## config.mk

```make
export PLATFORM = sky130hd
export DESIGN_NAME = pipeline_hazard_unit_flat
export DESIGN_NICKNAME = d
export VERILOG_FILES = /design/src/rtl/pipeline_hazard_unit_if.sv /design/src/rtl/pipeline_hazard_unit.sv /design/src/flat_wrapper.sv
export SDC_FILE = /design/constraint.sdc
export NUM_CORES = 1
export LEC_CHECK = 0
export CAP_MARGIN = 5
export CORE_MARGIN = 1
export CORE_UTILIZATION = 54
export CTS_BUF_LIST = sky130_fd_sc_hd__clkbuf_8
export CTS_CLUSTER_SIZE = 25
export DETAILED_ROUTE_END_ITERATION = 8
export GPL_TIMING_DRIVEN = 0
export HOLD_SLACK_MARGIN = 0.02
export PLACE_DENSITY = 0.8
export SLEW_MARGIN = 10
export SYNTH_ARGS = -nofsm -noshare
export SYNTH_HDL_FRONTEND = slang
export SYNTH_SLANG_ARGS = --single-unit
```

## constraint.sdc

```tcl
create_clock -name clk -period 2.2 [get_ports clk]
set_clock_uncertainty 0.05 [all_clocks]
set_input_delay 0.33 -clock clk [delete_from_list [all_inputs] [get_ports clk]]
set_output_delay 0.33 -clock clk [all_outputs]
set_load 0.02 [all_outputs]
```

## src/rtl/pipeline_hazard_unit_if.sv

```systemverilog
// Bundle between the pipeline control path and the hazard/forwarding unit:
// ID-stage operand info and redirect in, forwarding selects and stall/flush controls out.
interface pipeline_hazard_unit_if #(
  parameter int ADDR_W = 5,
  parameter int CNT_W  = 16
);
  logic              enable;
  logic              id_valid;
  logic [ADDR_W-1:0] id_rs;
  logic [ADDR_W-1:0] id_rt;
  logic              id_uses_rs;
  logic              id_uses_rt;
  logic              id_reg_write;
  logic [ADDR_W-1:0] id_waddr;
  logic              id_mem_read;
  logic              mem_redirect;
  logic [1:0]        fwd_a;
  logic [1:0]        fwd_b;
  logic              pc_en;
  logic              if_id_en;
  logic              if_id_flush;
  logic              id_exe_flush;
  logic              exe_mem_flush;
  logic [CNT_W-1:0]  stall_count;

  modport master (
    output enable, id_valid, id_rs, id_rt, id_uses_rs, id_uses_rt,
           id_reg_write, id_waddr, id_mem_read, mem_redirect,
    input  fwd_a, fwd_b, pc_en, if_id_en, if_id_flush, id_exe_flush,
           exe_mem_flush, stall_count
  );

  modport slave (
    input  enable, id_valid, id_rs, id_rt, id_uses_rs, id_uses_rt,
           id_reg_write, id_waddr, id_mem_read, mem_redirect,
    output fwd_a, fwd_b, pc_en, if_id_en, if_id_flush, id_exe_flush,
           exe_mem_flush, stall_count
  );
endinterface

```

## src/rtl/pipeline_hazard_unit.sv

```systemverilog
// Hazard and forwarding controller for the 5-stage pipeline: shadows EXE/MEM/WB,
// selects EXE operand forwarding, inserts load-use bubbles and flushes on MEM redirects.
module pipeline_hazard_unit #(
  parameter int ADDR_W      = 5,
  parameter int FLUSH_DEPTH = 3,
  parameter int CNT_W       = 16
) (
  input logic                   clk,
  input logic                   arst,
  pipeline_hazard_unit_if.slave bus
);

  // Later stages keep only the fields still consulted downstream of them.
  typedef struct packed {
    logic              valid;
    logic              reg_write;
    logic [ADDR_W-1:0] waddr;
    logic              mem_read;
    logic [ADDR_W-1:0] rs;
    logic [ADDR_W-1:0] rt;
    logic              uses_rs;
    logic              uses_rt;
  } exe_slot_t;

  typedef struct packed {
    logic              valid;
    logic              reg_write;
    logic [ADDR_W-1:0] waddr;
    logic              mem_read;
  } mem_slot_t;

  typedef struct packed {
    logic              valid;
    logic              reg_write;
    logic [ADDR_W-1:0] waddr;
  } wb_slot_t;

  localparam bit FLUSH_EXE = (FLUSH_DEPTH >= 2);
  localparam bit FLUSH_MEM = (FLUSH_DEPTH >= 3);

  exe_slot_t        exe_q;
  exe_slot_t        id_slot;
  mem_slot_t        mem_q;
  wb_slot_t         wb_q;
  logic [CNT_W-1:0] cnt_q;

  logic exe_writing;
  logic mem_writing;
  logic wb_writing;
  logic load_use;
  logic redirect;
  logic stall;

  function automatic logic [1:0] fwd_sel(
    input logic              uses,
    input logic [ADDR_W-1:0] src,
    input logic              mem_wr,
    input mem_slot_t         m,
    input logic              wb_wr,
    input wb_slot_t          w
  );
    logic [1:0] sel;
    sel = 2'b00;
    // A load still in MEM has no data yet; the load-use bubble covers that case.
    if (uses && mem_wr && (m.waddr == src) && !m.mem_read)
      sel = 2'b01;
    else if (wb_wr && (w.waddr == src))
      sel = 2'b10;
    return sel;
  endfunction

  always_comb begin
    id_slot = exe_slot_t'{
      valid:     bus.id_valid,
      reg_write: bus.id_reg_write,
      waddr:     bus.id_waddr,
      mem_read:  bus.id_mem_read,
      rs:        bus.id_rs,
      rt:        bus.id_rt,
      uses_rs:   bus.id_uses_rs,
      uses_rt:   bus.id_uses_rt
    };
    exe_writing = exe_q.valid & exe_q.reg_write & (exe_q.waddr != '0);
    mem_writing = mem_q.valid & mem_q.reg_write & (mem_q.waddr != '0);
    wb_writing  = wb_q.valid  & wb_q.reg_write  & (wb_q.waddr  != '0);
    load_use    = bus.id_valid & exe_q.mem_read & exe_writing &
                  ((bus.id_uses_rs & (bus.id_rs == exe_q.waddr)) |
                   (bus.id_uses_rt & (bus.id_rt == exe_q.waddr)));
    redirect    = bus.enable & bus.mem_redirect;
    stall       = bus.enable & load_use & ~redirect;
  end

  always_comb begin
    bus.fwd_a         = fwd_sel(exe_q.uses_rs, exe_q.rs, mem_writing, mem_q, wb_writing, wb_q);
    bus.fwd_b         = fwd_sel(exe_q.uses_rt, exe_q.rt, mem_writing, mem_q, wb_writing, wb_q);
    bus.pc_en         = bus.enable & ~stall;
    bus.if_id_en      = bus.enable & ~stall;
    bus.if_id_flush   = redirect;
    bus.id_exe_flush  = stall | (redirect & FLUSH_EXE);
    bus.exe_mem_flush = redirect & FLUSH_MEM;
    bus.stall_count   = cnt_q;
  end

  always_ff @(posedge clk or posedge arst) begin
    if (arst) begin
      exe_q <= '0;
      mem_q <= '0;
      wb_q  <= '0;
      cnt_q <= '0;
    end else if (bus.enable) begin
      wb_q  <= wb_slot_t'{valid: mem_q.valid, reg_write: mem_q.reg_write, waddr: mem_q.waddr};
      mem_q <= (redirect && FLUSH_MEM) ? mem_slot_t'('0) :
               mem_slot_t'{valid: exe_q.valid, reg_write: exe_q.reg_write,
                            waddr: exe_q.waddr, mem_read: exe_q.mem_read};
      exe_q <= (stall || (redirect && FLUSH_EXE)) ? exe_slot_t'('0) : id_slot;
      if (stall && (cnt_q != '1))
        cnt_q <= cnt_q + CNT_W'(1);
    end
  end

endmodule

```

## src/flat_wrapper.sv

```systemverilog
// flat-port wrapper written by rule: the top's interface ports become plain ports
module pipeline_hazard_unit_flat 
#(
  parameter int ADDR_W      = 5,
  parameter int FLUSH_DEPTH = 3,
  parameter int CNT_W       = 16
)
  (clk, arst, bus_enable, bus_id_valid, bus_id_rs, bus_id_rt, bus_id_uses_rs, bus_id_uses_rt, bus_id_reg_write, bus_id_waddr, bus_id_mem_read, bus_mem_redirect, bus_fwd_a, bus_fwd_b, bus_pc_en, bus_if_id_en, bus_if_id_flush, bus_id_exe_flush, bus_exe_mem_flush, bus_stall_count);
  pipeline_hazard_unit_if #(.ADDR_W(ADDR_W), .CNT_W(CNT_W)) bus_i ();
  input logic clk;
  input logic arst;
  input wire logic [$bits(bus_i.enable)-1:0] bus_enable;
  input wire logic [$bits(bus_i.id_valid)-1:0] bus_id_valid;
  input wire logic [$bits(bus_i.id_rs)-1:0] bus_id_rs;
  input wire logic [$bits(bus_i.id_rt)-1:0] bus_id_rt;
  input wire logic [$bits(bus_i.id_uses_rs)-1:0] bus_id_uses_rs;
  input wire logic [$bits(bus_i.id_uses_rt)-1:0] bus_id_uses_rt;
  input wire logic [$bits(bus_i.id_reg_write)-1:0] bus_id_reg_write;
  input wire logic [$bits(bus_i.id_waddr)-1:0] bus_id_waddr;
  input wire logic [$bits(bus_i.id_mem_read)-1:0] bus_id_mem_read;
  input wire logic [$bits(bus_i.mem_redirect)-1:0] bus_mem_redirect;
  output wire logic [$bits(bus_i.fwd_a)-1:0] bus_fwd_a;
  output wire logic [$bits(bus_i.fwd_b)-1:0] bus_fwd_b;
  output wire logic [$bits(bus_i.pc_en)-1:0] bus_pc_en;
  output wire logic [$bits(bus_i.if_id_en)-1:0] bus_if_id_en;
  output wire logic [$bits(bus_i.if_id_flush)-1:0] bus_if_id_flush;
  output wire logic [$bits(bus_i.id_exe_flush)-1:0] bus_id_exe_flush;
  output wire logic [$bits(bus_i.exe_mem_flush)-1:0] bus_exe_mem_flush;
  output wire logic [$bits(bus_i.stall_count)-1:0] bus_stall_count;
  assign bus_i.enable = bus_enable;
  assign bus_i.id_valid = bus_id_valid;
  assign bus_i.id_rs = bus_id_rs;
  assign bus_i.id_rt = bus_id_rt;
  assign bus_i.id_uses_rs = bus_id_uses_rs;
  assign bus_i.id_uses_rt = bus_id_uses_rt;
  assign bus_i.id_reg_write = bus_id_reg_write;
  assign bus_i.id_waddr = bus_id_waddr;
  assign bus_i.id_mem_read = bus_id_mem_read;
  assign bus_i.mem_redirect = bus_mem_redirect;
  assign bus_fwd_a = bus_i.fwd_a;
  assign bus_fwd_b = bus_i.fwd_b;
  assign bus_pc_en = bus_i.pc_en;
  assign bus_if_id_en = bus_i.if_id_en;
  assign bus_if_id_flush = bus_i.if_id_flush;
  assign bus_id_exe_flush = bus_i.id_exe_flush;
  assign bus_exe_mem_flush = bus_i.exe_mem_flush;
  assign bus_stall_count = bus_i.stall_count;
  pipeline_hazard_unit #(.ADDR_W(ADDR_W), .FLUSH_DEPTH(FLUSH_DEPTH), .CNT_W(CNT_W)) u_core (.clk(clk), .arst(arst), .bus(bus_i));
endmodule
```

* Word-level counts from Yosys, hierarchy flattened
Index checks and enable logic that the tools add are counted.
** Storage, ports and cells
- Bits in registers :: 51
- Latch bits :: 0
- Bits in writable memories :: 0
- Memory bits (read-only) :: 0
- Bits of input ports :: 24
- Output and inout port bits :: 25
- Logic and storage cells :: 64
- Memories :: 0
** Operators by class
- Add/sub/neg operators :: 1
- Multiply operators :: 0
- Divide/modulo/power cells :: 0
- Order comparisons :: 0
- Equality and inequality tests :: 7
- Shifts and indexed selects :: 0
- Mux-type cells :: 6
- Bitwise gates (word level) :: 19
- Reduce and logical (&&, ||, !) cells :: 15
** Operators with widths (number)
- equality test 5 bit :: 6
- 2-to-1 mux 20 bit :: 1
- adder 16 x 1 -> 16 bit, second input constant :: 1
- inequality test 16 bit, second input constant :: 1
- AND 1 bit :: 15
- nonzero test 5 bit :: 3
- logical AND 1 bit :: 9
- 2-to-1 mux 2 bit :: 4
- 2-to-1 mux 8 bit :: 1
- inverter 1 bit :: 2
- bitwise OR 1 bit :: 2
- AND reduction 2 bit :: 1
- zero test 1 bit :: 1
- logical OR 1 bit :: 1

* Longest topological paths before layout
Gate-level depths: netlist (run 1).
- Depth in word-level cells :: 8
- Mapped depth :: 7
- Depth with buffers taken out :: 6

* Least setup slack after synthesis (run 1)
OpenSTA, ideal clock, no wires.
- Kind :: reg2out
- From :: reg u_core.exe_q[17] (netlist name)
- To :: out bus_pc_en
- Arrival time :: 1751 ps
- Required time :: 1820 ps
- Setup slack :: 69 ps
- Cell stages (with the launch flop) :: 8
- Buffers on the path :: 2
- Cell sequence :: dfrtp_1 buf_6 xor2_1 nor4_2 a32oi_2 nand2b_1 o21a_1 buf_4
** Between the ends
- Word-level cells in the longest chain between the ends :: 8
- Elaborated cells between the ends (all ways) :: 13
** Ends and longest elaborated chain
- start, declared :: RTL line pipeline_hazard_unit.sv:41 : exe_slot_t exe_q;
- start signal, assigned :: RTL line pipeline_hazard_unit.sv:115 : exe_q <= (stall || (redirect && FLUSH_EXE)) ? exe_slot_t'('0) : id_slot;
- equality test 5 bit (tied with other cells) :: RTL line pipeline_hazard_unit.sv:87 : ((bus.id_uses_rs & (bus.id_rs == exe_q.waddr)) |
- AND 1 bit, on equally long branches :: RTL line pipeline_hazard_unit.sv:87, pipeline_hazard_unit.sv:83, pipeline_hazard_unit.sv:88
- bitwise OR 1 bit or AND 1 bit (tied branches) :: RTL line pipeline_hazard_unit.sv:87, pipeline_hazard_unit.sv:86
- AND 1 bit (*) :: RTL line pipeline_hazard_unit.sv:86 : load_use = bus.id_valid & exe_q.mem_read & exe_writing &
- AND 1 bit (*) (2 in a row) :: RTL line pipeline_hazard_unit.sv:90 : stall = bus.enable & load_use & ~redirect;
- inverter 1 bit (*)
- AND 1 bit (*)
- end, declared :: RTL line flat_wrapper.sv:24 : output wire logic [$bits(bus_i.pc_en)-1:0] bus_pc_en;
Mark *: on every way between the ends. The rest lies on a longest branch, timed or not.

* Worst setup path after layout (run 1)
- From :: reg u_core.exe_q[16] (netlist name)
- To :: out bus_pc_en
** Between the ends
- Word-level cells in the longest chain between the ends :: 8
- Elaborated cells between the ends (all ways) :: 13
** Ends and longest elaborated chain
- equality test 5 bit (tied with other cells) :: RTL line pipeline_hazard_unit.sv:87
- AND 1 bit, on equally long branches :: RTL line pipeline_hazard_unit.sv:87, pipeline_hazard_unit.sv:83, pipeline_hazard_unit.sv:88
- bitwise OR 1 bit or AND 1 bit (tied branches) :: RTL line pipeline_hazard_unit.sv:87, pipeline_hazard_unit.sv:86
- AND 1 bit (*) :: RTL line pipeline_hazard_unit.sv:86
- AND 1 bit (*) (2 in a row) :: RTL line pipeline_hazard_unit.sv:90
- inverter 1 bit (*) :: RTL line pipeline_hazard_unit.sv:96 : bus.pc_en = bus.enable & ~stall;
- AND 1 bit (*) :: RTL line pipeline_hazard_unit.sv:96
Marks and branches as above.

==> results of run 1 <==
## metal layers
layer	vias up	routed length, um	global-route usage, %
met2	57	2980	40.3
li1	925	-	-
met5	-	0	0
met1	1000	2840	38.8
met3	10	235	3.42
met4	0	82	8.44
## critical path: cells and delay by family, from the launching register on
family | cells | cell delay (ns)
buffers and inverters | 2 | 0.25
and+or+nand+nor | 2 | 0.47
AOI/OAI and AO/OA | 2 | 0.35
xor gates and xnor gates | 1 | 0.22
DFF | 1 | 0.47
## synth_stat cells
library cell / instances / share of area (%)
nor4_2: 1 / 0.49
and3_1: 1 / 0.24
o211ai_1: 2 / 0.59
buf_6: 2 / 0.88
xor2_1: 30 / 10
and2_1: 6 / 1.5
o211a_1: 1 / 0.39
nor2_1: 4 / 0.59
a32oi_2: 1 / 0.63
o2111ai_1: 2 / 0.68
clkbuf_1: 2 / 0.29
xnor2_1: 14 / 4.8
buf_4: 3 / 0.88
o211ai_4: 1 / 0.83
dfrtp_1: 51 / 50
nor4_4: 1 / 0.83
buf_1: 1 / 0.15
o21a_1: 2 / 0.59
inv_2: 1 / 0.15
nand3_1: 3 / 0.59
nor4_1: 4 / 0.98
mux2_2: 9 / 4.0
and4_1: 2 / 0.68
nand2_1: 16 / 2.3
nor3_1: 8 / 1.6
a211o_1: 1 / 0.34
nor4b_1: 3 / 1.0
nand2b_1: 1 / 0.24
inv_1: 3 / 0.44
a22o_1: 23 / 7.9
ha_1: 1 / 0.49
buf_2: 2 / 0.39
o2bb2ai_1: 4 / 1.4
o21ai_0: 1 / 0.20
or4_1: 3 / 0.88
nand4_1: 4 / 0.98
nor3b_1: 4 / 1.2
## worst paths after layout
| path | start | endpoint | cells after the start |
|---|---|---|---|
| max in group asynchronous | arst | u_core.mem_q[4] | 3 |
| hold / removal | bus_mem_redirect | u_core.mem_q[0] | 2 |
| hold reg to reg | u_core.bus.stall_count[9] | u_core.bus.stall_count[9] | 1 |
| min in group asynchronous | arst | u_core.bus.stall_count[9] | 2 |
| setup reg to reg | u_core.exe_q[16] | u_core.bus.stall_count[12] | 6 |
| setup / recovery | u_core.exe_q[16] | bus_pc_en | 7 |
## cell type report
| class | count | area [um2] |
|---|---|---|
| clock inverter | 1 | 3.75 |
| tap | 52 | 65.1 |
| timing repair buffer | 61 | 562 |
| inverter | 4 | 15.0 |
| fill | 301 | 1050 |
| buffer | 10 | 66.3 |
| clock buffer | 7 | 96.3 |
| sequential | 51 | 1280 |
| multi-input combinational | 153 | 1310 |
## sequential cells by signal (all words and copies together) (netlist names)
register	cells
u_core.bus.stall_count	16
u_core.exe_q	20
u_core.mem_q	8
u_core.wb_q	7
## cells by family (layout without fill, tap and decap cells)
logic type,count (synthesis),in the layout,synth area share [%]
AOI/OAI and AO/OA,38,38,13.5
adders and majority gates,1,1,0.488
muxes,9,9,3.96
xor gates and xnor gates,44,44,15.0
and+or+nand+nor,61,61,14.1
buffers and inverters,14,83,3.17
DFF,51,51,49.8
## stage by stage
step | utilization [%] | setup slack (ns)
floorplan | - | 0.0691
global placement | 69.7 | -0.849
detailed placement | 70.2 | -0.863
CTS | 75.5 | -0.246
global route | 76.4 | -0.325
finish | 76.4 | -0.252
## cell usage in the layout (no fill, tap or decap), types with 2 or more instances in the layout
master,n
clkdlybuf4s50_1,37
nand4_1,4
nor3b_1,4
nor3_1,6
clkbuf_1,2
dlygate4sd2_1,2
nand2_1,16
mux2_2,9
o21a_1,2
o2bb2ai_1,4
xor2_2,2
buf_4,15
o2111ai_1,2
dfrtp_1,45
and2_1,6
nor4b_1,3
clkbuf_2,3
xor2_1,28
nor2_1,4
buf_2,5
buf_6,5
and4_1,2
nand3_1,3
a22o_1,23
inv_2,2
nor3_2,2
clkbuf_8,7
inv_1,3
or4_1,2
dfrtp_2,6
xnor2_1,14
nor4_4,4
o211ai_1,2
## power breakdown
group	total (W)	leakage [nW]	internal, W	switching (W)
clock	0.000591	0.0557	0.000283	0.000308
combinational	0.000331	0.856	0.000176	0.000155
sequential	0.00105	0.678	0.000986	0.0000628
## repair_timing
action	CTS	global route
setup endpoints to repair	10	9
pin swaps	4	3
buffers inserted	9	4
gates resized for setup	44	14
endpoints found under the hold margin	0	0
==> flow_summary.json, run 1 <==
{
  "status": "complete, but fails checks",
  "failed_checks": "negative setup slack",
  "rsz0062_at_grt": "true",
  "tns_ns": -0.585,
  "drc": 0,
  "grt_max_degree": 36,
  "cts_buffers": 5,
  "timing.fmax_ghz": 0.408,
  "num_vias": 1992,
  "cts_tree": "done",
  "clk_pin_slew_ns": 0.09,
  "fin_nets": 311,
  "hold-worst-slack_ns": 0.253,
  "p_total_w": 0.00197,
  "min_period_ns": 2.45,
  "synth.avg_cell_area_um2": 11.8,
  "worst-setup-path-type": "reg -> out",
  "crit_fanout": 5,
  "setup_viol": 4,
  "finalMaxSlewViolations": 0,
  "cp.arrival_ns": 2.07,
  "grt_usage_pct": 26.2,
  "path_cells": "xor2_1 -> nor4_4 -> a32oi_4 -> nand2b_4 -> o21a_1 -> buf_4 -> buf_6",
  "start_util_pct": 57.7,
  "r2r_setup_slack_ns": 0.07,
  "yosysUniqueCellTypes": 37,
  "firstDrtPassIters": 6,
  "crit_slowest_cell": "dfrtp_1",
  "die_area_mm2": 0.00502,
  "die_y_um": 70.9,
  "cts.sinks": 51,
  "syn_nets": 243,
  "antenna_found_initial": 0,
  "worst_slack_ns": -0.252,
  "dp_cells": 318,
  "fin_area_mm2": 0.00340,
  "ant_nets": 0,
  "synth-seq-cells": 51,
  "portBuffers": 47,
  "worstMarginPinSlew_ns": 0.512,
  "gp_congestion": 0.849,
  "end_kind": "output pin",
  "wl_per_cell_um": 18.1,
  "power.leakage_nw": 1.59,
  "h-tree-depth": 2,
  "io_pins": 49,
  "period_share_pct": 111,
  "max_stage_delay_ns": 0.47,
  "final-hold-violation-count": 0,
  "cts-root-buf": "clkbuf_8",
  "syn2layout_area_growth_pct": 32.6,
  "vias_per_cell": 5.88,
  "max-cap-violations": 0,
  "hp-class": "in -> reg",
  "syn_area_mm2": 0.00256,
  "insertion_delay_ns": 0.31,
  "start_kind": "flop",
  "postCtsHoldBufs": 0,
  "grt_pass1_wl_um": 10000,
  "overflow": 0,
  "drt_iter0_drc": 154,
  "post_dp_cell_area_mm2": 0.00312,
  "postSynthCellCount": 218,
  "grt_pass1_vias": 1936,
  "crit_required_ns": 1.82,
  "power.density_mw_per_mm2": 580,
  "core.rowCount": 24,
  "synth-warning-count": 0,
  "hpwl_um": 4200,
  "maxSlewHeadroom_pct": 65.9,
  "clockBufferDepth": 2,
  "antenna_cells": 0,
  "core-area_mm2": 0.00444,
  "finalWirelength_um": 6140,
  "peakVddDrop_mv": 0.399,
  "synth.yosys.seq_area_share_pct": 49.8,
  "die_width_um": 70.9,
  "stdcell_count": 339,
  "drive_gt1_share_pct": 23.3
}
Note: power is estimated with default switching activity, not from simulation.
==> run 2, diff against run 1 <==
- REMOVE_ABC_BUFFERS: not set -> 1
==> run 2 against run 1 <==
Clock power grew 8.8%. Sequential power about the same. Cell count decreased by 2.9%. Combinational power is 6% lower. Worst hold slack worse by 0.025 ns. Cell area fell by 0.48%. The flow still finishes with violations (negative setup slack). Wire length decreased by 5.9%. First-iteration DRC count is 46% lower. Global-route usage down 1.3 points. Power grew 1.6%.
==> flow_summary.json, run 2 (synthesis gave the netlist of run 1 again) <==
{
  "status": "complete, but fails checks",
  "failed_checks": "negative setup slack",
  "timing.fmax_ghz": 0.426,
  "period_share_pct": 107,
  "fillers": 324,
  "end_kind": "output pin",
  "io_pins": 49,
  "largest_reg_flops": 20,
  "cts_tree": "done",
  "die_width_um": 70.9,
  "grt_pass1_wl_um": 9540,
  "finalWirelength_um": 5780,
  "peakVddDrop_mv": 0.406,
  "worst_slack_ns": -0.147,
  "grt_pass1_vias": 1973,
  "cts_buffers": 5,
  "drt_iter0_drc": 83,
  "h-tree-depth": 2,
  "dp_cells": 309,
  "maxSlewHeadroom_pct": 68.1,
  "drc": 0,
  "insertion_delay_ns": 0.30,
  "final_common_cell": "dfrtp_1",
  "syn2layout_area_growth_pct": 31.9,
  "clockBufferDepth": 2,
  "core-area_mm2": 0.00444,
  "drive_gt1_share_pct": 24.2,
  "min_period_ns": 2.35,
  "largest-register": "u_core.exe_q",
  "power.leakage_nw": 1.56,
  "fin_util_pct": 76.1,
  "firstDrtPassIters": 4,
  "met2_usage_pct": 42.0,
  "antenna_found_initial": 0,
  "p_total_w": 0.00200,
  "clk_pin_slew_ns": 0.09,
  "max-cap-violations": 0,
  "wl_per_cell_um": 17.6,
  "num_vias": 1908,
  "stdcell_count": 329,
  "tns_ns": -0.397,
  "rsz0062_at_grt": "true",
  "die_area_mm2": 0.00502,
  "setup_viol": 4,
  "worstMarginPinSlew_ns": 0.477,
  "die_y_um": 70.9,
  "final_cell_mix": "42 x dfrtp_1, 36 x clkdlybuf4s50_1, 29 x xor2_1",
  "worst-setup-path-type": "reg -> out",
  "cp.arrival_ns": 1.97,
  "vias_per_cell": 5.80,
  "hp-class": "in -> async",
  "gp_congestion": 0.781,
  "power.density_mw_per_mm2": 592,
  "start_util_pct": 57.7,
  "antenna_cells": 0,
  "crit_required_ns": 1.82,
  "cts-root-buf": "clkbuf_8",
  "start_kind": "flop",
  "hpwl_um": 3830,
  "ant_nets": 0,
  "met1_usage_pct": 32.3,
  "use_met3_pct": 5.27,
  "finalMaxSlewViolations": 0,
  "top_usage_layer": "met2",
  "cts.sinks": 51,
  "grt_max_degree": 40,
  "portBuffers": 48,
  "overflow": 0,
  "final-hold-violation-count": 0,
  "fin_nets": 301,
  "crit_fanout": 5,
  "grt_usage_pct": 24.8,
  "core.rowCount": 24
}
[run 2: cell types whose count changed in the layout (fill, tap and decap cells not counted), moves of 3 or more]
cell     delta
buf_4       -3
dfrtp_2     +3
buf_2       -3
dfrtp_1     -3
[run 2: power by group]
part	total [W]	internal, W	leakage, nW	switching, W
registers	0.00105	0.000987	0.674	0.0000607
clock network	0.000643	0.000339	0.0581	0.000305
logic	0.000312	0.000168	0.825	0.000144
total	0.00200	0.00149	1.56	0.000509
[run 2: worst max-delay path: stages, from the launching register on]
cell and delay, ns:
dfrtp_2 0.46, or4_4 0.58, o211a_4 0.27, nand2b_4 0.07, o21a_1 0.16, buf_6 0.13
[run 2: path summary, 6_finish.rpt]
check / startpoint / to / slack, ns / depth (start not counted)
setup reg to reg: u_core.exe_q[16] / u_core.bus.stall_count[1] / 0.08 / 6
min in group clk: bus_id_rt[4] / u_core.exe_q[6] / 0.30 / 2
hold reg to reg: u_core.bus.stall_count[9] / u_core.bus.stall_count[9] / 0.45 / 1
setup / recovery: u_core.exe_q[16] / bus_if_id_en / -0.15 / 5
max in group asynchronous: arst / u_core.mem_q[3] / 1.36 / 3
hold / removal: arst / u_core.exe_q[12] / 0.23 / 2
[run 2: per-layer routing]
| metal | share of wire [%] | vias to the layer above | wire length, um |
|---|---|---|---|
| met2 | 51 | 40 | 2940 |
| met3 | 4.1 | 6 | 238 |
| li1 | - | 905 | - |
| met4 | 0.88 | 0 | 51 |
| met1 | 44 | 957 | 2550 |
| met5 | 0 | - | 0 |
[run 2: cell type report]
cell class	instances	area [um2]	share of cell area [%]
Tap cell	52	65.1	1.92
Sequential cell	51	1290	38.1
Inverter	4	15.0	0.444
Clock inverter	3	43.8	1.30
Clock buffer	5	68.8	2.04
Timing Repair Buffer	61	579	17.1
Multi-Input combinational cell	153	1320	39.1
[run 2: repair_timing]
item | CTS | global route
gates resized for setup | 50 | 18
hold buffers | 0 | 0
setup buffers | 8 | 5
endpoints found under the setup margin | 44 | 34
pin swaps | 7 | 6
[run 2: stage by stage]
step	hold WS, ns	instance area, um2	setup WS, ns
3_5_place_dp	0.430	3060	-1.11
6_report	0.228	3380	-0.147
5_1_grt	0.245	3380	-0.205
4_1_cts	0.236	3280	-0.147
2_1_floorplan	0.362	2500	0.0394
3_3_place_gp	0.430	3040	-1.10
